$ cat src/rtl/bomb_timer_scheduler.sv
// Multi-slot bomb countdown scheduler with a single round-robin pause token.
// Optional macro BOMB_CHAIN_EN: any explosion clamps other live slots to 3 seconds.
//   state     | meaning
//   S_IDLE    | never armed since reset
//   S_RUN     | counting down on OneSecPulse
//   S_PAUSE   | holds the pause token, remaining frozen
//   S_EXPLODE | timer expired
//   S_SAVE    | defused, remaining frozen at defuse value
module bomb_timer_scheduler #(
  parameter int NUM_BOMBS  = 4,
  parameter int TIME_W     = 6,
  parameter int ARM_TIME   = 30,
  parameter int PAUSE_SECS = 3
) (
  input  logic                        clk,
  input  logic                        reset,
  input  logic                        OneSecPulse,
  input  logic [NUM_BOMBS-1:0]        arm_req,
  input  logic [NUM_BOMBS-1:0]        pause_req,
  input  logic [NUM_BOMBS-1:0]        save_req,
  output logic [NUM_BOMBS*TIME_W-1:0] remaining,
  output logic [NUM_BOMBS-1:0]        running,
  output logic [NUM_BOMBS-1:0]        paused,
  output logic [NUM_BOMBS-1:0]        exploded,
  output logic [NUM_BOMBS-1:0]        saved,
  output logic [NUM_BOMBS-1:0]        explode_pulse,
  output logic                        pause_busy,
  output logic [2:0]                  pause_owner
);

  typedef enum logic [2:0] {S_IDLE, S_RUN, S_PAUSE, S_EXPLODE, S_SAVE} state_t;

  state_t              r_state [NUM_BOMBS];
  logic [TIME_W-1:0]   r_rem   [NUM_BOMBS];
  logic [NUM_BOMBS-1:0] r_xpl;
  logic [3:0]          r_pcnt;
  logic                r_busy;
  logic [2:0]          r_owner;
  logic [2:0]          r_ptr;

  logic [NUM_BOMBS-1:0]   w_expire;
  logic [NUM_BOMBS-1:0]   w_elig;
  logic [NUM_BOMBS-1:0]   w_rot;
  logic [2*NUM_BOMBS-1:0] w_dbl;
  logic [NUM_BOMBS-1:0]   w_gnt;
  logic [2:0]             w_off;
  logic [3:0]             w_sum;
  logic [2:0]             w_gnt_idx;
  logic [2:0]             w_ptr_nxt;
  logic                   w_gnt_vld;
  logic                   w_release;

  // Slots that are saving or expiring this cycle are not offered the token.
  always_comb begin
    w_release = 1'b0;
    for (int i = 0; i < NUM_BOMBS; i++) begin
      w_expire[i] = (r_state[i] == S_RUN) && !save_req[i] && OneSecPulse &&
                    (r_rem[i] == TIME_W'(1));
      w_elig[i]   = (r_state[i] == S_RUN) && pause_req[i] && !save_req[i] && !w_expire[i];
      if ((r_state[i] == S_PAUSE) && (save_req[i] || (OneSecPulse && r_pcnt == 4'd1)))
        w_release = 1'b1;
    end
    w_dbl = {w_elig, w_elig} >> r_ptr;
    w_rot = w_dbl[NUM_BOMBS-1:0];
    w_off = '0;
    for (int k = NUM_BOMBS-1; k >= 0; k--) begin
      if (w_rot[k]) w_off = 3'(k);
    end
    w_sum = {1'b0, r_ptr} + {1'b0, w_off};
    if (w_sum >= 4'(NUM_BOMBS)) w_sum = w_sum - 4'(NUM_BOMBS);
    w_gnt_idx = w_sum[2:0];
    w_gnt_vld = !r_busy && (|w_elig);
    w_ptr_nxt = (w_gnt_idx == 3'(NUM_BOMBS-1)) ? 3'd0 : w_gnt_idx + 3'd1;
    for (int j = 0; j < NUM_BOMBS; j++) begin
      w_gnt[j] = w_gnt_vld && (w_gnt_idx == 3'(j));
    end
  end

  always_ff @(posedge clk or posedge reset) begin
    if (reset) begin
      for (int i = 0; i < NUM_BOMBS; i++) begin
        r_state[i] <= S_IDLE;
        r_rem[i]   <= '0;
      end
      r_xpl   <= '0;
      r_pcnt  <= '0;
      r_busy  <= 1'b0;
      r_owner <= '0;
      r_ptr   <= '0;
    end else begin
      for (int i = 0; i < NUM_BOMBS; i++) begin
        r_xpl[i] <= w_expire[i];
        case (r_state[i])
          S_RUN: begin
            if (save_req[i]) begin
              r_state[i] <= S_SAVE;
            end else if (w_expire[i]) begin
              r_state[i] <= S_EXPLODE;
              r_rem[i]   <= '0;
            end else if (w_gnt[i]) begin
              r_state[i] <= S_PAUSE;
            end else if (OneSecPulse && r_rem[i] != '0) begin
              r_rem[i] <= r_rem[i] - 1'b1;
            end
          end
          S_PAUSE: begin
            if (save_req[i]) r_state[i] <= S_SAVE;
            else if (OneSecPulse && r_pcnt == 4'd1) r_state[i] <= S_RUN;
          end
          default: begin
            if (arm_req[i]) begin
              r_state[i] <= S_RUN;
              r_rem[i]   <= TIME_W'(ARM_TIME);
            end
          end
        endcase
`ifdef BOMB_CHAIN_EN
        // Later assignment wins over the per-state update above.
        if ((|w_expire) && !w_expire[i] && (r_state[i] == S_RUN || r_state[i] == S_PAUSE) &&
            r_rem[i] > TIME_W'(3))
          r_rem[i] <= TIME_W'(3);
`endif
      end

      if (w_gnt_vld) begin
        r_busy  <= 1'b1;
        r_owner <= w_gnt_idx;
        r_pcnt  <= 4'(PAUSE_SECS);
        r_ptr   <= w_ptr_nxt;
      end else if (w_release) begin
        r_busy  <= 1'b0;
        r_owner <= '0;
        r_pcnt  <= '0;
      end else if (r_busy && OneSecPulse) begin
        r_pcnt <= r_pcnt - 4'd1;
      end
    end
  end

  always_comb begin
    for (int i = 0; i < NUM_BOMBS; i++) begin
      remaining[i*TIME_W +: TIME_W] = r_rem[i];
      running[i]  = (r_state[i] == S_RUN);
      paused[i]   = (r_state[i] == S_PAUSE);
      exploded[i] = (r_state[i] == S_EXPLODE);
      saved[i]    = (r_state[i] == S_SAVE);
    end
    explode_pulse = r_xpl;
    pause_busy    = r_busy;
    pause_owner   = r_owner;
  end

endmodule

$ cat config.mk
export PLATFORM = sky130hd
export DESIGN_NAME = bomb_timer_scheduler
export DESIGN_NICKNAME = d
export VERILOG_FILES = /design/src/rtl/bomb_timer_scheduler.sv
export SDC_FILE = /design/constraint.sdc
export NUM_CORES = 1
export LEC_CHECK = 0
export CAP_MARGIN = 20
export CORE_ASPECT_RATIO = 1.75
export CORE_MARGIN = 4
export CORE_UTILIZATION = 54
export CTS_CLUSTER_SIZE = 28
export DETAILED_ROUTE_END_ITERATION = 10
export PLACE_DENSITY = 0.81
export SLEW_MARGIN = 10
export SYNTH_ARGS = -nofsm -noshare
export SYNTH_HDL_FRONTEND = slang
export SYNTH_SLANG_ARGS = --single-unit
$ cat constraint.sdc
create_clock -name clk -period 4.2 [get_ports clk]
set_input_delay 0.84 -clock clk [delete_from_list [all_inputs] [get_ports clk]]
set_output_delay 0.84 -clock clk [all_outputs]
set_load 0.005 [all_outputs]
# After elaboration in Yosys (flattened, before gate mapping)
# Index checks and enable logic that the tools add are counted.
word_totals:
  regBits: 51
  latchBits: 0
  ramBits: 0
  mem_bits_ro: 0
  input_bits: 15
  output_inout_bits: 48
  elab_cells: 213
  memories: 0
op_classes:
  add_sub_neg: 8
  multipliers: 0
  n_div: 0
  magnitude_cmp: 1
  eq_ne: 44
  shifts: 1
  n_mux: 66
  bitwise: 4
  n_reduce_logical: 76
op_table:
  columns: ["operator", "n"]
  rows:
  - ["$mux 6", 20]
  - ["$mux 3", 28]
  - ["$pmux 6 s2", 4]
  - ["$logic_and 1x1->1", 39]
  - ["$eq 3x2->1 const B", 10]
  - ["$eq 6x1->1 const B", 4]
  - ["$pmux 3 s2", 4]
  - ["$reduce_bool 6->1", 4]
  - ["$sub 6x1->6 const B", 4]
  - ["$reduce_and 5->1", 4]
  - ["$ne 4x2->1 const B", 4]
  - ["$eq 3x1->1 const B", 5]
  - ["$reduce_bool 3->1", 5]
  - ["$eq 3x3->1 const B", 4]
  - ["$mux 4", 3]
  - ["$ne 3x1->1 const B", 4]
  - ["$ne 3x2->1 const B", 4]
  - ["$ne 3x3->1 const B", 4]
  - ["$reduce_and 3->1", 4]
  - ["$reduce_bool 2->1", 5]
  - ["$logic_not 1->1", 9]
  - ["$ne 2x2->1 const B", 4]
  - ["$shr 8x3->4", 1]
  - ["$mux 1", 6]
  - ["11 further kinds", 17]

# Longest topological paths before layout
logic_depth:
  depth_word: 20
  depth_mapped: 17
  depth_no_buf: 17

# Least setup slack after synthesis
# Ideal clock, no wire load.
synth_timing:
  kind: "in2reg"
  start: "input port save_req[2]"
  end: "register r_rem, in the netlist remaining[9]"
  arrival_ns: 4.260
  required_time_ns: 4.076
  slack_ns: -0.184
  stages: 16
  n_path_buf: 1
  path_cell_list: "clkbuf_1 or4b_4 a311oi_2 a21oi_1 o22ai_1 o2111ai_1 a22oi_1 ha_1 fa_1 inv_1 ha_1 o211a_1 o41ai_2 nor4b_2 o2bb2ai_1 a211o_1"
synth_between:
  elab_chain_cells: 18
  word_cells_on_any_way: 22
synth_rtl:
  columns: ["item", "line", "source"]
  rows:
  - ["start, declared", "20", "input logic [NUM_BOMBS-1:0] save_req,"]
  - ["$logic_not 1->1 *", "57, 59", null]
  - ["$logic_and 1x1->1 (3 in series)", "57", "w_expire[i] = (r_state[i] == S_RUN) && !save_req[i] && OneSecPulse &&"]
  - ["$logic_not 1->1", "59", "w_elig[i] = (r_state[i] == S_RUN) && pause_req[i] && !save_req[i] && !w_expire[i];"]
  - ["$logic_and 1x1->1 *", "59", null]
  - ["$shr 8x3->4", "63", "w_dbl = {w_elig, w_elig} >> r_ptr;"]
  - ["$mux 2", "67", "if (w_rot[k]) w_off = 3'(k);"]
  - ["$mux 3 (3 in series)", "67", null]
  - ["$add 3x3->4", "69", "w_sum = {1'b0, r_ptr} + {1'b0, w_off};"]
  - ["$ge 4x3->1 or $sub 3x3->3 (tied branches)", "70", "if (w_sum >= 4'(NUM_BOMBS)) w_sum = w_sum - 4'(NUM_BOMBS);"]
  - ["$mux 3", "70", null]
  - ["$eq 3x1->1", "75", "w_gnt[j] = w_gnt_vld && (w_gnt_idx == 3'(j));"]
  - ["$logic_and 1x1->1 *", "75", null]
  - ["$ne 3x3->1 (no source line) *", null, null]
  - ["$reduce_and 5->1 (no source line) *", null, null]
  - ["end signal, assigned by index", "103", "r_rem[i] <= r_rem[i] - 1'b1;"]
  - ["end signal, assigned by index", "113", "r_rem[i] <= TIME_W'(ARM_TIME);"]
  - ["end, declared", "34", "logic [TIME_W-1:0] r_rem [NUM_BOMBS];"]
# Mark *: on every way between the ends. The rest lies on a longest branch, timed or not.
# A chain may end at the register's enable or synchronous reset.

# Final worst setup path
# Ends and elaborated chain as after synthesis.

==> key figures <==
Cells and area
  – Reg area: ~1300 um^2
  – Share of post-route cells with drive strength above 1: 19.6%
  – Final Core Density: between 70 and 80%
  – Fillcell total: between 500 and 600
  – Final net count: between 500 and 600
  – Layout Cells excl Fill: 640
  – Layout Area Growth over Synthesis: 36.7%
  – Multi-input logic area: 2490 um^2
  – N_diodes: 0

Flow run
  – Max cap viols: 0

Min path
  – Worst Hold Class: reg2reg

Global route
  – Global Route Usage Sum: ~26%
  – Vias in the first global route: approximately 3,800
  – Initial antenna violation count: 0
  – First-pass GRT wire length: 18,200 um
  – GRT overflow: 0
  – Largest net degree at the start of global routing: 28

Floorplanning
  – Die width: between 70 and 80 um
  – Die area: 8580 um^2
  – Rows: 40
  – I/O Pins: 63
  – Core area: roughly 7000 um^2
  – Height of the die: 120 um
  – Initial Util: between 50% and 60%

Timing
  – Slew Viols, Final: 0
  – Worst rel slew slack: between 40 and 50%
  – RSZ-0062 raised after global routing: no
  – Setup_tns: 0 ns
  – Tmin final: between 4 and 5 ns
  – Fin crit share: a little over nine tenths
  – Clk_skew: about 0.0056 ns
  – Hold WS: 0.559 ns
  – Worst slew pin tran: 0.829 ns
  – Final Hold Fails: 0
  – Final setup vio count: 0
  – Fmax: roughly 250 MHz

CTS
  – Clk buf depth: 2
  – Root Driver: clkbuf_16
  – TritonCTS clock tree: yes
  – CTS sink cnt: between 50 and 60
  – # H-tree levels: 2
  – Worst-Skew Late Latency: ~0.30 ns
  – CTS Buf Count: 5
  – Reg clk slew, reported paths: roughly 0.07 ns

Setup path
  – Critical Path End Type: register
  – Slowest-stage cell, CP: or4b_4
  – Setup CP Type: in2reg
  – Worst setup SP type: input pin
  – Critical path's largest stage delay: between 0.5 and 0.6 ns
  – CP cell instances: buf_2, or4b_4, buf_6, a311oi_4, a21oi_1, o22ai_1, o2111ai_1, a22oi_2, ha_2, fa_1, inv_2, ha_4, o211a_4, o41ai_4, nor4b_4, o2bb2ai_1, a211o_1
  – Crit Path Max Fanout: 5
  – Crit-path leading delay family: compound AO/OA/AOI/OAI gates
  – Critical Path RT: 4.38 ns
  – WP data arrival: 4.22 ns
  – Buf/Inv on CP: 3

Placement
  – Final GP Congestion: 0.913
  – Port-buffer cells: 62
  – Post-DP HPWL: slightly above 8000 um
  – Cell total after placement: 620

Detailed routing
  – Antenna viol nets, final: 0
  – Initial DRC count: around 320
  – Detailed-route via count: roughly 3,900
  – Routed length per instance: between 15 and 20 um
  – Via density: 6.07
  – Drt total wl: between 10,000 and 15,000 um
  – # DRC: 0
  – Drt first pass iters: 4

Run status
  – Status: finished, final reports clean

Synthesis
  – Sequential element share of the synthesized area: 33.2%
  – Cell Area, Synth: a little under 4000 um^2
  – Post-synth ARST share: 100%
  – Post-Syn Area per Cell: 8.54 um^2
  – Post-synth EDFFs: 0
  – Post-synth cell types: 74
  – Commonest register cell after synthesis: dfrtp_1
  – Dominant cells by area after synthesis: dfrtp_1 (33%), ha_1 (6.5%), nand2_1 (4.4%)
  – Synthesis-stage register bit count: between 50 and 60
  – Syn_nets: 486
  – Post-synthesis cell count: 450
  – Area leader, netlist: dfrtp_1
  – Yosys warns: 0
  – Post-synth top area share: 33.2%

Power and ir drop
  – Power, Total: about 3500 uW
  – PD cells: 669 nW/um^2
  – Leakage dissipation: roughly 0.0022 uW
  – VDD IR-drop max: 0.410 mV
## worst reg2reg max path, delay by kind of cell (launching register included)
kind	cells	cell delay [ns]
and+or+nand+nor	3	1.11
buffers and inverters	1	0.12
adders and majority gates	3	0.79
DFF	1	0.46
AOI/OAI and AO/OA	8	1.37
## synth_stat cells, types with 4 or more instances
| cell | count |
|---|---|
| a21oi_1 | 33 |
| a22oi_1 | 5 |
| a31o_2 | 4 |
| a31oi_1 | 8 |
| and2_1 | 5 |
| and3_1 | 5 |
| buf_2 | 5 |
| clkbuf_1 | 15 |
| dfrtp_1 | 51 |
| ha_1 | 20 |
| inv_1 | 32 |
| mux2_1 | 4 |
| mux2i_1 | 6 |
| nand2_1 | 45 |
| nand2b_1 | 7 |
| nand3_1 | 13 |
| nor2_1 | 25 |
| nor3_1 | 11 |
| nor3b_1 | 8 |
| o211ai_1 | 5 |
| o21ai_0 | 27 |
| o21ai_1 | 9 |
| o22ai_1 | 6 |
| o31ai_1 | 6 |
| or3_1 | 9 |
| or4_1 | 4 |
| xor2_1 | 4 |
## cell type report
| cell class | instances | share of cell area (%) |
|---|---|---|
| Clock inverter | 3 | 1.29 |
| Multi-Input combinational cell | 344 | 47.5 |
| Tap cell | 84 | 2.00 |
| Clock buffer | 5 | 2.38 |
| Timing Repair Buffer | 120 | 20.2 |
| Inverter | 33 | 2.36 |
| Sequential cell | 51 | 24.3 |
## report_power, final
group          total, uW  internal, uW  switching, uW
Sequential           936           654            282
Clock                531           341            189
Combinational       2050          1040           1000
Total               3510          2040           1470
## cell families (layout without fill, tap and decap cells)
family	Yosys count	in the layout	share of synthesized area [%]
simple gates	157	157	22.3
compound gates	149	149	27.4
buf+inv	55	161	5.63
flops	51	51	33.2
fa+ha+maj	21	21	7.04
mux	10	10	2.74
xor+xnor	7	7	1.60
## through the flow
stage	cell area (um^2)	setup WS (ns)
2_1_floorplan	3910	-0.0114
3_3_place_gp	4860	-0.451
3_5_place_dp	4860	-0.587
4_1_cts	5170	0.000574
5_1_grt	5250	0.00258
6_report	5250	0.154
## per-layer routing
| layer | global-route usage [%] | vias to the layer above | routed length [um] |
|---|---|---|---|
| li1 | - | 1871 | - |
| met1 | 30.3 | 1882 | 4210 |
| met2 | 46.3 | 108 | 6080 |
| met3 | 3.19 | 26 | 329 |
| met4 | 11.3 | 0 | 348 |
| met5 | 0 | - | 0 |
## worst paths after layout
path,start,to,slack [ns],depth (start not counted)
min reg2reg,remaining[13]$_DFFE_PP0P_,remaining[13]$_DFFE_PP0P_,0.56,1
max,save_req[2],remaining[9]$_DFFE_PP0P_,0.15,17
max reg2reg,remaining[2]$_DFFE_PP0P_,remaining[9]$_DFFE_PP0P_,0.23,15
max in group asynchronous,reset,r_pcnt[0]$_DFFE_PP0P_,2.51,3
min in group asynchronous,reset,remaining[20]$_DFFE_PP0P_,0.92,2
min,remaining[13]$_DFFE_PP0P_,remaining[13]$_DFFE_PP0P_,0.56,1
## registers in the layout, indices dropped and copies added (netlist names)
signal,cells
explode_pulse,4
pause_busy,1
pause_owner,3
r_pcnt,4
r_ptr,3
r_state,12
remaining,24
## cells in the final DEF, fill, tap and decap left out, types with 11 or more instances in the layout
master	instances
a21oi_1	31
dfrtp_1	51
clkdlybuf4s50_1	58
nand3_1	12
inv_1	30
o21ai_0	25
nor3_1	11
buf_4	57
ha_1	17
nor2_1	25
nand2_1	44
## repair_timing
item / in CTS / in global routing
gates resized for setup: 17 / 10
endpoints found under the setup margin: 23 / 29
buffers inserted: 7 / 5
pin swaps: 11 / 16
hold buffers: 0 / 0
No activity file was read; power rests on OpenSTA's default activity.
